## src/rtl/dmem_arbiter_pkg.sv

```systemverilog
// Shared widths, lane indices and the lane payload bundle for the dmem arbiter.
// Optional round-robin arbitration is enabled with `define DMEM_ARB_RR_EN.
`ifndef DATA_MEM_WIDTH
`define DATA_MEM_WIDTH 32
`endif
`ifndef DATA_MEM_DEPTH_BIT
`define DATA_MEM_DEPTH_BIT 8
`endif

package dmem_arbiter_pkg;

    localparam logic LANE0 = 1'b0;
    localparam logic LANE1 = 1'b1;

    localparam int DMEM_W  = `DATA_MEM_WIDTH;
    localparam int DMEM_AW = `DATA_MEM_DEPTH_BIT;

    typedef struct packed {
        logic              ren;
        logic [DMEM_W-1:0] wen;
        logic [DMEM_AW-1:0] addr;
        logic [DMEM_W-1:0] wdata;
    } lane_t;

    // A request with neither read nor write strobe carries no work.
    function automatic logic lane_active(input logic req, input lane_t l);
        return req && (l.ren || (|l.wen));
    endfunction

endpackage

```

## src/rtl/dmem_arb_pick.sv

```systemverilog
// Two-way grant pick from active requests, last grant and saturation flags.
// Round-robin tie-break when DMEM_ARB_RR_EN is defined, else lane 0 priority.
module dmem_arb_pick
    import dmem_arbiter_pkg::*;
(
    input  logic i_req0,
    input  logic i_req1,
    input  logic i_last_gnt,
    input  logic i_sat0,
    input  logic i_sat1,
    output logic o_gnt0,
    output logic o_gnt1
);

    logic w_pick1;

`ifndef DMEM_ARB_RR_EN
    logic w_unused_last;
    assign w_unused_last = i_last_gnt;
`endif

    always_comb begin
        w_pick1 = 1'b0;
        if (i_req0 && i_req1) begin
            if (i_sat0) begin
                w_pick1 = 1'b0;
            end else if (i_sat1) begin
                w_pick1 = 1'b1;
            end else begin
`ifdef DMEM_ARB_RR_EN
                w_pick1 = (i_last_gnt == LANE0);
`else
                w_pick1 = 1'b0;
`endif
            end
        end else begin
            w_pick1 = i_req1;
        end
    end

    assign o_gnt0 = i_req0 && !w_pick1;
    assign o_gnt1 = i_req1 && w_pick1;

endmodule

```

## src/rtl/dmem_arbiter.sv

```systemverilog
// Two-lane data memory arbiter with starvation guard and 1-cycle read return.
// Build option: DMEM_ARB_RR_EN selects round-robin instead of lane 0 priority.
module dmem_arbiter
    import dmem_arbiter_pkg::*;
#(
    parameter int MAX_WAIT = 3
) (
    input  logic                           clk,
    input  logic                           rst_n,
    input  logic                           l0_req,
    input  logic                           l0_ren,
    input  logic [`DATA_MEM_WIDTH-1:0]     l0_wen,
    input  logic [`DATA_MEM_DEPTH_BIT-1:0] l0_addr,
    input  logic [`DATA_MEM_WIDTH-1:0]     l0_wr_data,
    output logic                           l0_gnt,
    output logic                           l0_rsp_vld,
    output logic [`DATA_MEM_WIDTH-1:0]     l0_rd_data,
    input  logic                           l1_req,
    input  logic                           l1_ren,
    input  logic [`DATA_MEM_WIDTH-1:0]     l1_wen,
    input  logic [`DATA_MEM_DEPTH_BIT-1:0] l1_addr,
    input  logic [`DATA_MEM_WIDTH-1:0]     l1_wr_data,
    output logic                           l1_gnt,
    output logic                           l1_rsp_vld,
    output logic [`DATA_MEM_WIDTH-1:0]     l1_rd_data,
    output logic [`DATA_MEM_DEPTH_BIT-1:0] arb_dmem_addr,
    output logic                           arb_dmem_ren,
    output logic [`DATA_MEM_WIDTH-1:0]     arb_dmem_wen,
    output logic [`DATA_MEM_WIDTH-1:0]     arb_dmem_wr_data,
    input  logic [`DATA_MEM_WIDTH-1:0]     dmem_arb_rd_data
);

    localparam int CW = $clog2(MAX_WAIT + 1);
    localparam logic [CW-1:0] SAT = CW'(MAX_WAIT);

    logic          r_last_gnt;
    logic [CW-1:0] r_wait0;
    logic [CW-1:0] r_wait1;
    logic          r_rsp_lane;
    logic          r_rsp_pend;

    logic          w_last_gnt;
    logic [CW-1:0] w_wait0;
    logic [CW-1:0] w_wait1;
    logic          w_rsp_lane;
    logic          w_rsp_pend;

    lane_t w_lane0;
    lane_t w_lane1;
    lane_t w_sel;
    logic  w_act0;
    logic  w_act1;
    logic  w_gnt0;
    logic  w_gnt1;

    assign w_lane0 = '{ren: l0_ren, wen: l0_wen, addr: l0_addr, wdata: l0_wr_data};
    assign w_lane1 = '{ren: l1_ren, wen: l1_wen, addr: l1_addr, wdata: l1_wr_data};
    assign w_act0  = lane_active(l0_req, w_lane0);
    assign w_act1  = lane_active(l1_req, w_lane1);

    dmem_arb_pick u_pick (
        .i_req0     (w_act0),
        .i_req1     (w_act1),
        .i_last_gnt (r_last_gnt),
        .i_sat0     (r_wait0 == SAT),
        .i_sat1     (r_wait1 == SAT),
        .o_gnt0     (w_gnt0),
        .o_gnt1     (w_gnt1)
    );

    always_ff @(posedge clk or negedge rst_n) begin
        if (!rst_n) begin
            r_last_gnt <= LANE1;
            r_wait0    <= '0;
            r_wait1    <= '0;
            r_rsp_lane <= LANE0;
            r_rsp_pend <= 1'b0;
        end else begin
            r_last_gnt <= w_last_gnt;
            r_wait0    <= w_wait0;
            r_wait1    <= w_wait1;
            r_rsp_lane <= w_rsp_lane;
            r_rsp_pend <= w_rsp_pend;
        end
    end

    always_comb begin
        w_last_gnt = r_last_gnt;
        w_wait0    = '0;
        w_wait1    = '0;
        w_rsp_lane = r_rsp_lane;
        w_rsp_pend = 1'b0;
        if (w_gnt0) begin
            w_last_gnt = LANE0;
        end else if (w_gnt1) begin
            w_last_gnt = LANE1;
        end
        // Denied-and-still-asking lanes age; anything else restarts at zero.
        if (w_act0 && !w_gnt0) begin
            w_wait0 = (r_wait0 == SAT) ? SAT : r_wait0 + CW'(1);
        end
        if (w_act1 && !w_gnt1) begin
            w_wait1 = (r_wait1 == SAT) ? SAT : r_wait1 + CW'(1);
        end
        if ((w_gnt0 && l0_ren) || (w_gnt1 && l1_ren)) begin
            w_rsp_pend = 1'b1;
            w_rsp_lane = w_gnt1 ? LANE1 : LANE0;
        end
    end

    always_comb begin
        w_sel = '0;
        if (w_gnt0) begin
            w_sel = w_lane0;
        end else if (w_gnt1) begin
            w_sel = w_lane1;
        end
        l0_gnt           = w_gnt0;
        l1_gnt           = w_gnt1;
        arb_dmem_addr    = w_sel.addr;
        arb_dmem_ren     = w_sel.ren;
        arb_dmem_wen     = w_sel.wen;
        arb_dmem_wr_data = w_sel.wdata;
        l0_rsp_vld       = r_rsp_pend && (r_rsp_lane == LANE0);
        l1_rsp_vld       = r_rsp_pend && (r_rsp_lane == LANE1);
        l0_rd_data       = l0_rsp_vld ? dmem_arb_rd_data : '0;
        l1_rd_data       = l1_rsp_vld ? dmem_arb_rd_data : '0;
    end

endmodule

```

## config.mk

```make
export PLATFORM = sky130hd
export DESIGN_NAME = dmem_arbiter
export DESIGN_NICKNAME = d
export VERILOG_FILES = /design/src/rtl/dmem_arbiter_pkg.sv /design/src/rtl/dmem_arb_pick.sv /design/src/rtl/dmem_arbiter.sv
export SDC_FILE = /design/constraint.sdc
export NUM_CORES = 1
export LEC_CHECK = 0
export CELL_PAD_IN_SITES_DETAIL_PLACEMENT = 1
export CELL_PAD_IN_SITES_GLOBAL_PLACEMENT = 1
export CORE_ASPECT_RATIO = 0.75
export CORE_MARGIN = 2
export CORE_UTILIZATION = 11
export DETAILED_ROUTE_END_ITERATION = 10
export GPL_TIMING_DRIVEN = 0
export PLACE_DENSITY = 0.83
export REMOVE_ABC_BUFFERS = 1
export SLEW_MARGIN = 30
export SYNTH_ARGS = -nofsm -noshare
export SYNTH_HDL_FRONTEND = slang
export SYNTH_SLANG_ARGS = --single-unit
```

## constraint.sdc

```tcl
create_clock -name clk -period 2.17 [get_ports clk]
set_clock_uncertainty 0.05 [all_clocks]
set_input_delay 0.217 -clock clk [delete_from_list [all_inputs] [get_ports clk]]
set_output_delay 0.217 -clock clk [all_outputs]
set_load 0.05 [all_outputs]
```

==> flow_summary.ini, run 1 <==
[critical_path]
path_class = input port to output port
critical_path_arrival_ns = 2.22
required_ns = 1.90
endpoint_kind = output port
startpoint_type = input port
reg2reg_setup_slack_ns = 0.41
crit_path_max_fanout = 18

[grt]
grt_pass1_vias = 3931
grt.total_usage = 0.194
grt_remaining_overflow = 0
antenna_found_initial = 0
grt_max_degree = 36
grt_pass1_wl_um = 24800

[pwr]
cellPowerDensity_nw_per_um2 = 362
finalPower_w = 0.00227
power.leakage_nw = 3.21
irDropWorstVdd_uv = 174

[clocking]
clk_pin_slew_ns = 0.04
cts.sinks = 6
cts_made_buffers = 3
cts_tree = done
cts.path.max_buffers = 2
ctsRootBufferMaster = clkbuf_16
clk_latency_ns = 0.23
h-tree-depth = 1
hold_buffers = 0

[sta]
worst_pin_slew_ns = 0.645
fmax_mhz = 402
final.min_clock_period_ns = 2.49
setup_viol = 75
finalHoldViolCount = 0
slew_violations = 0
slew_headroom = 0.570
min_period_over_period = 1.15
hold_ws_ns = 0.188
rsz0062_at_grt = true
setup_slack_ns = -0.318

[floorplanning]
die-area_sq_um = 16500
chipWidth_um = 148
design.core.area_sq_um = 15200
rows = 39
start_util = 0.112
die_h_um = 112
io-pin-count = 323

[synth]
synth_top_family_by_area = compound AO/OA/AOI/OAI gates
ys_types = 28
yosys-top-cells-area = a22o_1, and2_1, and3_1
ys_seq_elements = 6
synth_compound_area_frac = 0.454
synth_top_cells_by_count = a22o_1, and2_1, and3_1, nor4_1, buf_6
async_flop_share = 1.00
muxShareOfSynthArea = 0
ys.flop_type = dfrtp_1
seq_area_frac_synth = 0.0879
syn_inst = 211
postSynthAreaPerCell_sq_um = 8.09
synth_edf_count = 0
synth_area_sq_um = 1710
yosys.area_share.simple = 0.341
synth_fa_ha_area_frac = 0
ys_warn_count = 0
yosysTopAreaCell = a22o_1
yosysMostFrequentCell = a22o_1
synth_top_area_frac = 0.354
synth-xor-area-share = 0.00513

[placement]
io_buffers = 322
placed_area_sq_um = 5020
gp_congestion = 0.860
dp_hpwl_um = 11000
dp_cells = 715

[route]
wl_um = 17400
viasPerCell = 4.58
vias = 3575
dr.pass1.iters = 4
drt_iter0_markers = 202
drc = 0
ant_nets = 0
wl_per_cell_um = 22.3

[finish]
antenna_cells = 0
final_core_utilization = 0.411
synthToLayoutAreaGrowth_pct = 266
design_area_sq_um = 6260
nets = 759
instances_no_fill = 780
drive_gt1_frac = 0.443

[hold_path]
hold_path.class = input port to async pin

[run]
max-cap-violations = 0

[outcome]
status = finished with violations
violations = negative setup slack
==> worst max-delay path: stages <==
cell and delay (ns):
clkdlybuf4s15_1 0.19, or3_4 0.40, or3_4 0.43, buf_12 0.15, buf_6 0.11, a31oi_4 0.15, buf_12 0.18, a22o_1 0.20
buf_6 0.18
==> through the flow <==
stage                     setup slack (ns)  setup TNS, ns
after global routing                -0.398         -24.29
after global placement               -1.94        -185.37
after detailed placement             -2.02        -172.93
after floorplan                     -0.714         -57.79
final                               -0.318         -18.81
after CTS                           -0.292         -17.64
==> cells by family (layout without fill, tap and decap cells) <==
kind of cell              Yosys count  count (layout)
xor gates and xnor gates            1               1
and+or+nand+nor                    94              94
DFF                                 6               6
buffers and inverters              26             376
AOI/OAI and AO/OA                  84              98
==> registers in the layout, summed over array words and instances, names as in the netlist <==
name and flops:
r_wait1 2, r_wait0 2, r_rsp_lane 1, r_rsp_pend 1
==> cells in the final DEF, fill, tap and decap left out, drive strengths merged, types with 3 or more instances in the layout <==
cell and instances:
clkdlybuf4s50 114, and2 33, dfrtp 6, a22o 72, dlygate4sd2 18, nor4 17
nor2 3, or3 3, buf 150, clkdlybuf4s15 41, and3 32, a31oi 6
clkbuf 21, nand4 4, dlymetal6s2s 30, o21a 4, o21ba 8
==> final cells by class <==
class | instances | area (sq um)
Tap cell | 205 | 256
Inverter | 2 | 7.51
Fill cell | 1697 | 8970
Timing Repair Buffer | 371 | 3890
Clock buffer | 3 | 75.1
Sequential cell | 6 | 158
Multi-Input combinational cell | 193 | 1870
==> final timing paths <==
kind	from	to	depth (start not counted)
setup / recovery	l1_wen[28]	arb_dmem_wen[5]	9
hold / removal	rst_n	r_wait1[1]	1
min in group clk	l0_ren	r_rsp_lane	2
max in group asynchronous	rst_n	r_rsp_lane	1
hold reg to reg	r_wait1[0]	r_wait1[0]	1
setup reg to reg	r_wait1[0]	r_rsp_pend	8
==> power by group <==
group	leakage, nW	internal [W]	switching, W	total [W]
clock network	0.0370	0.000237	0.0000641	0.000301
registers	0.0774	0.000120	0.0000285	0.000149
logic	3.10	0.000795	0.00102	0.00182
total	3.21	0.00115	0.00111	0.00227
==> per-layer routing <==
layer	GRT usage	wire [um]
met1	0.233	6930
met2	0.367	9160
met3	0.0270	1160
met4	0.0362	181
met5	0	0
==> what timing repair did <==
item / CTS / global route
pin swaps: 69 / 22
resized for setup: 867 / 90
gates cloned: 15 / 1
endpoints found under the setup margin: 143 / 130
buffers inserted: 43 / 6
Note: power is estimated with default switching activity, not from simulation.
==> run 2, diff against run 1 <==
- CORE_ASPECT_RATIO: 0.75 -> unset
==> flow_summary.ini, run 2 (synthesized netlist as in run 1, its figures left out) <==
[route]
drt_iter0_markers = 205
ant_nets = 0
viasPerCell = 4.61
drc = 0
vias = 3470
wl_per_cell_um = 22.7
dr.pass1.iters = 4
wl_um = 17100

[critical_path]
startpoint_type = input port
crit_chain = buf_6 -> nor4_4 -> nand4_1 -> or3_4 -> buf_6 -> a31oi_4 -> buf_12 -> buf_6 -> a22o_1 -> buf_6
reg2reg_setup_slack_ns = 0.48
worst_path_max_delay_cell = or3_4
crit_path_max_fanout = 4
crit_family = simple AND/OR/NAND/NOR gates
path_common_cell = buf_6
cp.buffers_inverters = 5
critical_path_arrival_ns = 2.20
path_class = input port to output port
endpoint_kind = output port
required_ns = 1.90
slowest_delay_ns = 0.47

[grt]
grt_pass1_wl_um = 23600
grt_remaining_overflow = 0
grt.total_usage = 0.186
antenna_found_initial = 1
grt_pass1_vias = 3896
grt_max_degree = 36

[finish]
nets = 748
final_core_utilization = 0.390
regArea_sq_um = 158
final_common_cell = clkdlybuf4s50_1
multi_input_area_sq_um = 1730
instances_no_fill = 753
final_cell_mix = clkdlybuf4s50_1, buf_6, a22o_1
fill_cells = 1740
reg_top3 = r_wait0: 2 flops, r_wait1: 2 flops
synthToLayoutAreaGrowth_pct = 247
drive_gt1_frac = 0.417

[sta]
fmax_mhz = 406
setup_viol = 74
slew_violations = 0
finalHoldViolCount = 0
rsz0062_at_grt = true
setup_slack_ns = -0.296
min_period_over_period = 1.14
slew_headroom = 0.629
final.min_clock_period_ns = 2.47
worst_pin_slew_ns = 0.558

[outcome]
violations = negative setup slack
status = finished with violations

[clocking]
cts.path.max_buffers = 2
clk_pin_slew_ns = 0.03
ctsRootBufferMaster = clkbuf_16
clk_latency_ns = 0.23
cts_made_buffers = 3
h-tree-depth = 1
cts_tree = done
cts.sinks = 6
hold_buffers = 0

[pwr]
power.leakage_nw = 2.81
clkPwrFrac = 0.134
switchingPower_w = 0.00110
power.combinational.fraction = 0.803
intPower_w = 0.00113
pwr-share-seq = 0.063
cellPowerDensity_nw_per_um2 = 377
sw_frac_of_total = 0.494
irDropWorstVdd_uv = 172

[run]
max-cap-violations = 0

[floorplanning]
start_util = 0.112
chipWidth_um = 129
io-pin-count = 323
design.core.area_sq_um = 15200
die_h_um = 129
die-area_sq_um = 16500
rows = 45

[placement]
gp_congestion = 0.806
dp_hpwl_um = 11500
io_buffers = 322
dp_cells = 699

[hold_path]
hold_path.class = input port to register
==> run 2: changes by cell type in the layout (fill, tap and decap cells not counted), sizes merged <==
cell	before	now
o21ba	8	6
buf	150	173
dlymetal6s2s	30	3
a31oi	6	3
clkdlybuf4s15	41	17
clkdlybuf4s50	114	123
diode	0	1
o21a	4	2
clkdlybuf4s18	0	1
clkbuf	21	11
dlygate4sd2	18	42
==> run 2: layer usage <==
| layer | share of wire | track usage | up-vias |
|---|---|---|---|
| met3 | 0.058 | 0.0412 | 30 |
| met4 | 0.028 | 0.0499 | 0 |
| met2 | 0.54 | 0.364 | 166 |
| met5 | 0 | 0 | - |
| li1 | - | - | 1584 |
| met1 | 0.38 | 0.200 | 1690 |
==> run 2: final cells by class <==
type,count,share of cell area
repair buffers,367,0.628
multi-input cells,186,0.292
well taps,188,0.0397
flip-flops and latches,6,0.0266
clock buffers,3,0.0127
inverters,2,0.00127
diodes,1,0.000422
==> run 2: worst register-to-register path: stages, from the launching register on <==
cell     delay, ns
dfrtp_1       0.36
nand2_1       0.13
a21oi_4       0.23
buf_12        0.19
a31oi_4       0.13
buf_6         0.19
buf_4         0.14
a21o_1        0.17
==> run 2: what timing repair did <==
action	in CTS	in global routing
cloned	12	2
resized for setup	912	71
buffers inserted	37	5
pin swaps	78	50
endpoints found under the setup margin	143	117
==> run 2: stage by stage <==
step           setup WS, ns  hold slack, ns  power (W)  instance area [sq um]  TNS [ns]
6_report             -0.296           0.130    0.00224                   5930    -14.25
5_1_grt              -0.337           0.132    0.00232                   5930    -18.30
4_1_cts              -0.347           0.127    0.00222                   5940    -17.02
3_5_place_dp          -1.93           0.436    0.00173                   5030   -167.08
3_3_place_gp          -1.99           0.414    0.00170                   4980   -191.36
2_1_floorplan        -0.714          -0.129   0.000955                   1530    -57.79
==> run 2: path summary, 6_finish.rpt <==
path	cells past startpoint	startpoint	end
worst max-delay path	10	l1_wen[0]	arb_dmem_wen[30]
worst min-delay path	2	l0_ren	r_rsp_lane
worst max register to register	7	r_wait1[1]	r_rsp_pend
worst min register to register	1	r_wait1[0]	r_wait1[0]
max in group asynchronous	1	rst_n	r_rsp_lane
min in group asynchronous	1	rst_n	r_wait1[0]
==> run 2: power groups by stage <==
stage / sequential [W] / clock, W / combinational, W
after global routing: 0.000144 / 0.000315 / 0.00186
final: 0.000141 / 0.000300 / 0.00180
after CTS: 0.000148 / 0.000305 / 0.00177
after detailed placement: 0.000150 / 0 / 0.00158
after floorplan: 0.000136 / 0 / 0.000819
after global placement: 0.000149 / 0 / 0.00155
